--- config.mk ---
export PLATFORM = sky130hd
export DESIGN_NAME = rr_arbiter4
export DESIGN_NICKNAME = d
export VERILOG_FILES = /design/src/rtl/rr_arbiter4.sv
export SDC_FILE = /design/constraint.sdc
export NUM_CORES = 1
export LEC_CHECK = 0
export CORE_AREA = 2 2 39 41
export CTS_CLUSTER_DIAMETER = 60
export DETAILED_ROUTE_END_ITERATION = 16
export DIE_AREA = 0 0 41 43
export PLACE_DENSITY = 0.63
export SYNTH_ARGS = -nofsm -noshare
export SYNTH_HDL_FRONTEND = slang
export SYNTH_SLANG_ARGS = --single-unit
--- constraint.sdc ---
create_clock -name clk -period 1.4 [get_ports clk]
set_input_delay 0.14 -clock clk [delete_from_list [all_inputs] [get_ports clk]]
set_output_delay 0.14 -clock clk [all_outputs]
set_load 0.005 [all_outputs]
--- src/rtl/rr_arbiter4.sv ---
// rr_arbiter4 - four-requester round-robin arbiter with registered grant.
//
// Produces a registered 2-bit grant index (feeds the downstream 2-to-4
// decoder) plus a grant-valid flag. A grant is held until the owner
// strobes done, drops its request, or (optionally) hits the hold limit.
// Every grant is followed by at least one idle cycle with gnt_valid = 0.
//
// Build option: define ARB_TIMEOUT_EN to enable the hold-limit counter
// and the timeout pulse. When it is undefined, no counter is built and
// timeout is constant 0.
//
// Parameters:
//   HOLD_MAX  maximum grant length in cycles (1..255), timeout build only
// Ports:
//   clk       clock, rising edge
//   rst_n     synchronous active-low reset
//   req[3:0]  request vector, bit i = requester i
//   done      owner release strobe, sampled only while gnt_valid = 1
//   gnt_idx   registered index of current/last granted requester
//   gnt_valid registered grant-active flag
//   timeout   registered one-cycle pulse after a forced release
module rr_arbiter4 #(
  parameter int HOLD_MAX = 16
) (
  input  logic       clk,
  input  logic       rst_n,
  input  logic [3:0] req,
  input  logic       done,
  output logic [1:0] gnt_idx,
  output logic       gnt_valid,
  output logic       timeout
);

  if (HOLD_MAX < 1 || HOLD_MAX > 255) begin : g_hold_range
    $error("rr_arbiter4: HOLD_MAX must be in 1..255");
  end

  typedef enum logic {
    IDLE  = 1'b0,
    GRANT = 1'b1
  } state_t;

  state_t     state;
  logic [1:0] last;
  logic [1:0] winner;
  logic [1:0] cand;
  logic       rel;

  // Scan from the highest offset down so the nearest requester after
  // `last` is the one left in `winner`; offset 4 wraps back to `last`.
  always_comb begin
    winner = last;
    cand   = '0;
    for (int unsigned k = 4; k >= 1; k--) begin
      cand = last + k[1:0];
      if (req[cand]) winner = cand;
    end
  end

  assign rel = done | ~req[gnt_idx];

`ifdef ARB_TIMEOUT_EN
  localparam logic [7:0] HOLD_LIM = 8'(HOLD_MAX);

  logic [7:0] cnt;

  always_ff @(posedge clk) begin
    if (!rst_n) begin
      state     <= IDLE;
      gnt_idx   <= '0;
      gnt_valid <= 1'b0;
      timeout   <= 1'b0;
      last      <= 2'd3;
      cnt       <= '0;
    end else begin
      case (state)
        IDLE: begin
          timeout <= 1'b0;
          if (|req) begin
            gnt_idx   <= winner;
            gnt_valid <= 1'b1;
            last      <= winner;
            cnt       <= 8'd1;
            state     <= GRANT;
          end
        end
        GRANT: begin
          // A normal release takes precedence over the hold limit.
          if (rel) begin
            gnt_valid <= 1'b0;
            state     <= IDLE;
          end else if (cnt == HOLD_LIM) begin
            gnt_valid <= 1'b0;
            timeout   <= 1'b1;
            state     <= IDLE;
          end else if (cnt != 8'hFF) begin
            cnt <= cnt + 8'd1;
          end
        end
        default: state <= IDLE;
      endcase
    end
  end
`else
  assign timeout = 1'b0;

  always_ff @(posedge clk) begin
    if (!rst_n) begin
      state     <= IDLE;
      gnt_idx   <= '0;
      gnt_valid <= 1'b0;
      last      <= 2'd3;
    end else begin
      case (state)
        IDLE: begin
          if (|req) begin
            gnt_idx   <= winner;
            gnt_valid <= 1'b1;
            last      <= winner;
            state     <= GRANT;
          end
        end
        GRANT: begin
          if (rel) begin
            gnt_valid <= 1'b0;
            state     <= IDLE;
          end
        end
        default: state <= IDLE;
      endcase
    end
  end
`endif

endmodule

# ---- Yosys cells after proc, flatten, opt, wreduce, memory -nomap -nowiden
# Cells that the tools add are included.
# Widths: inputs -> output; s select.
dict set report word_totals {
  reg_bits 6
  input_bits 7
  wordCells 36
}
dict set report classes {
  add_sub_neg 3
  magnitude_cmp 4
  n_eq_ne 2
  mux 17
  n_bitwise 3
  n_reduce_logical 3
}
# cell count
set op_table {}
lappend op_table {{$lt 2x3->1 const B} 4}
lappend op_table {{$bmux 1 s2} 4}
lappend op_table {{$mux 1} 8}
lappend op_table {{$mux 2} 3}
lappend op_table {{$add 2x2->2 const B} 2}
lappend op_table {{$pmux 1 s2} 2}
lappend op_table {{$reduce_and 2->1} 2}
lappend op_table {{$reduce_or 4->1} 1}
lappend op_table {{$add 2x1->2 const B} 1}
lappend op_table {{$ne 2x1->1 const B} 1}
lappend op_table {{$ne 2x2->1 const B} 1}
lappend op_table {{$not 1->1} 2}
lappend op_table {{$or 1x1->1} 1}

# ---- Longest topological paths before layout
dict set report logic_depth {
  ltp_word 6
  depth_mapped 4
  mapped_depth_nobuf 4
}

# ---- Worst setup path before layout
# No wires, ideal clock.
dict set report synth_path {
  path_type {reg-to-reg}
  from {reg gnt_idx[1]}
  to {reg state}
  t_arrival_ns 1.000
  required_time_ns 1.275
  slack_ns 0.275
  stages_incl_launch_ff 4
  n_path_buf 0
  path_cell_list {dfxtp_1 -> mux2_2 -> a41oi_1 -> a21boi_0}
}
dict set report synth_via {
  elab_chain_cells 6
}
# item line
set synth_lines {}
lappend synth_lines {{start, declared} 29} ;# output logic [1:0] gnt_idx,
lappend synth_lines {{start signal, assigned} 117} ;# gnt_idx <= winner;
lappend synth_lines {{$bmux 1 s2} 60} ;# assign rel = done | ~req[gnt_idx];
lappend synth_lines {{$mux 1 (not written as such)} 60}
lappend synth_lines {{$not 1->1} 60}
lappend synth_lines {{$or 1x1->1} 60}
lappend synth_lines {{$mux 1} 124} ;# if (rel) begin
lappend synth_lines {{$pmux 1 s2} 114} ;# case (state)
lappend synth_lines {{end signal, assigned} 120} ;# state <= GRANT;
lappend synth_lines {{end signal, assigned} 126} ;# state <= IDLE;
lappend synth_lines {{end signal, assigned} 129} ;# default: state <= IDLE;
lappend synth_lines {{end, declared} 43} ;# state_t state;
# Every way passes these cells. The select of a mux whose other input is x is not followed.
# A chain may end at the register's enable or synchronous reset.

# ---- Worst setup path after layout
dict set report layout_path {
  from {reg gnt_idx[0]}
  to {out gnt_idx[0]}
}
# No word-level cell between the ends.

==> impl_metrics.csv <==
group,metric,value,unit
status,outcome,"complete, no violations",
timing,fin_ws,0.0643,ns
clocking,path_clk_slew,0.05,ns
clocking,cts_hold_buf,0,
die,coreArea,1380,µm²
worst_setup_path,max_stage_delay,0.54,ns
hold_path,hold_depth,1,
worst_setup_path,r2r_end,"state",
timing,fin_crit,1.34,ns
synthesis,synth_area,385,µm²
die,fp.dieW,41,µm
hold_path,holdPathEnd,"gnt_valid",
routing,first_pass_iters,4,
worst_setup_path,path_class,"reg -> out",
die,die_area,1760,µm²
grt,grt_pass1_vias,372,
worst_setup_path,critical_path.startpoint_type,"flip-flop",
worst_setup_path,critPathSlowestCell,"clkdlybuf4s50_1",
worst_setup_path,arrival,1.20,ns
clocking,postCtsSetupRepairBufs,0,
power,ir_drop,334,µV
routing,drt_iter0_markers,5,
power,powerDensity,969,nW/µm²
clocking,clockBufferDepth,2,
synthesis,syn_inst,48,
die,initial_utilization,0.278,
finish,nNetsFinal,74,
finish,final_area,556,µm²
routing,wl_per_cell,12.1,µm
worst_setup_path,rr_startpoint,"gnt_idx[1]",
synthesis,synth_compound_area_frac,0.302,
timing,drv_slew,0,
timing,period_share,0.954,
worst_setup_path,cp_max_fo,6,
clocking,cts.repair.resized,0,
finish,fin_util,0.401,
place,dp.final_hpwl,756,µm
routing,via_per_inst,5.21,
routing,routed_wl,978,µm
synthesis,synth_edf_count,0,
synthesis,synth_top_area_cell,"dfxtp_1",
synthesis,async_flop_share,0,
synthesis,synth.avg_cell_area,8.03,µm²
grt,track_usage,0.131,
timing,hold_ws,0.519,ns
die,die_h,43,µm
synthesis,yosysUniqueCellTypes,26,
hold_path,hold_start,"state",
power,power.leakage,0.225,nW
synthesis,synth_nets,55,
timing,finalClockSkew,0.00433,ns
synthesis,synthDominantCellAreaShare,0.312,
clocking,root_buffer,"clkbuf_4",
run,maxCapViolCount,0,
grt,grt_pass1_wl,1510,µm
routing,route.vias.total,422,
grt,grt_remaining_overflow,0,
worst_setup_path,crit_chain,"clkdlybuf4s50_1",
synthesis,synthSimpleGateAreaFrac,0.266,
timing,max_freq,749,MHz
synthesis,ys_seq_area_frac,0.312,
timing,finalSetupViolations,0,
synthesis,synth_top_family_by_area,"compound AO/OA/AOI/OAI gates",
worst_setup_path,critical_path_buf_inv_count,1,
clocking,cts_buffers,3,
synthesis,ys_warn_count,0,
synthesis,synthMuxAreaShare,0.0812,
synthesis,synth-main-ff-cell,"dfxtp_1",
worst_setup_path,ff2ff_path_depth,3,
worst_setup_path,cp-end-kind,"output port",
die,ios,11,
finish,layout-drive-gt1-share,0.169,
hold_path,hold_path.class,"reg -> reg",
grt,antenna_found_initial,0,
place,gp_congestion,0.702,
worst_setup_path,reg2reg_slack,0.19,ns
timing,hold_viol,0,
finish,area_delta_synth_final,44.2,%
die,fp-row-count,14,
worst_setup_path,crit_family,"buffers and inverters",
routing,postRouteAntennaNets,0,
synthesis,synth_commonest_cells,"6 x a21oi_1, 6 x dfxtp_1, 3 x nand2b_1, 3 x nor2b_1, 3 x o21ai_0",
clocking,worstSkewPairLatency,0.24,ns
worst_setup_path,required,1.26,ns
synthesis,synth_xor_area_frac,0,
clocking,cts.sinks,6,
synthesis,synthTopCellsByArea,"dfxtp_1 31%, a21oi_1 7.8%, mux2i_1 5.2%, nand2b_1 4.9%, nor2b_1 4.9%",
finish,antennaDiodeCount,0,
clocking,htreeDepth,1,
synthesis,synth-adder-area-share,0,
timing,rsz0062_at_grt,"no",
place,port_buffers,9,
clocking,cts_tree,"built",
synthesis,synth-seq-cells,6,
routing,drc,0,
place,dpl_cell_area,533,µm²
place,dp_slack,-0.0792,ns
grt,grt_max_degree,9,
[state kept, by name (all words and copies together) (netlist names)]
name and flops:
gnt_idx 2, last 2, gnt_valid 1, state 1
[through the flow]
step	power (mW)	instances	TNS (ns)
after global placement	0.381	78	-0.124
final	0.538	81	0
after floorplan	0.299	48	0
after CTS	0.547	81	0
after detailed placement	0.382	78	-0.237
after global routing	0.578	81	0
[power by group]
| part | leakage, nW | switching (mW) | internal [mW] |
|---|---|---|---|
| registers | 0.0500 | 0.0302 | 0.193 |
| clock network | 0.0138 | 0.0634 | 0.0970 |
| logic | 0.161 | 0.0616 | 0.0929 |
| total | 0.225 | 0.155 | 0.383 |
[how the worst max path moves through the flow]
stage	startpoint	endpoint	slack (ns)	cells past startpoint
after floorplan	gnt_idx[1]	state	0.28	3
after global placement	req[0]	last[0]	-0.05	5
after detailed placement	req[0]	last[0]	-0.08	5
after CTS	gnt_idx[0]	gnt_idx[0]	0.06	1
after global routing	gnt_idx[0]	gnt_idx[0]	0.02	1
final	gnt_idx[0]	gnt_idx[0]	0.06	1
[layer usage]
| layer | part of all wire | GRT usage | vias to the layer above |
|---|---|---|---|
| met1 | 0.44 | 0.155 | 196 |
| met3 | 0.053 | 0.0419 | 2 |
| met4 | 0.019 | 0.100 | 0 |
| li1 | - | - | 215 |
| met2 | 0.48 | 0.184 | 9 |
| met5 | 0 | 0 | - |
[kinds of logic (layout without fill, tap and decap cells)]
| kind of cell | Yosys count | count (layout) |
|---|---|---|
| other | 1 | 1 |
| and+or+nand+nor | 18 | 18 |
| AOI/OAI and AO/OA | 18 | 18 |
| muxes | 3 | 3 |
| DFF | 6 | 6 |
| buffers and inverters | 2 | 19 |
[placed cells by master, fill, tap and decap left out]
master           count
nand2b_1             3
a2111o_1             1
nand2_1              2
nand4_1              1
o21ai_0              3
mux2i_1              2
a31oi_1              1
nor4b_1              1
o31ai_1              1
mux2_2               1
o211ai_1             1
a41oi_1              1
nor2_1               2
a21boi_0             2
inv_1                1
o21bai_1             1
buf_4                6
nand3_1              2
conb_1               1
nor2_2               1
a21o_1               1
and3b_1              1
nor2b_1              3
a21oi_1              6
clkbuf_4             3
clkdlybuf4s50_1      9
dfxtp_1              6
nor3_1               2
[cell type report]
| type | count | area, µm² |
|---|---|---|
| Timing Repair Buffer | 15 | 135 |
| Fill cell | 146 | 828 |
| Inverter | 1 | 3.75 |
| Tap cell | 16 | 20.0 |
| Clock buffer | 3 | 22.5 |
| Multi-Input combinational cell | 40 | 254 |
| Sequential cell | 6 | 120 |
Note: power is estimated with default switching activity, not from simulation.
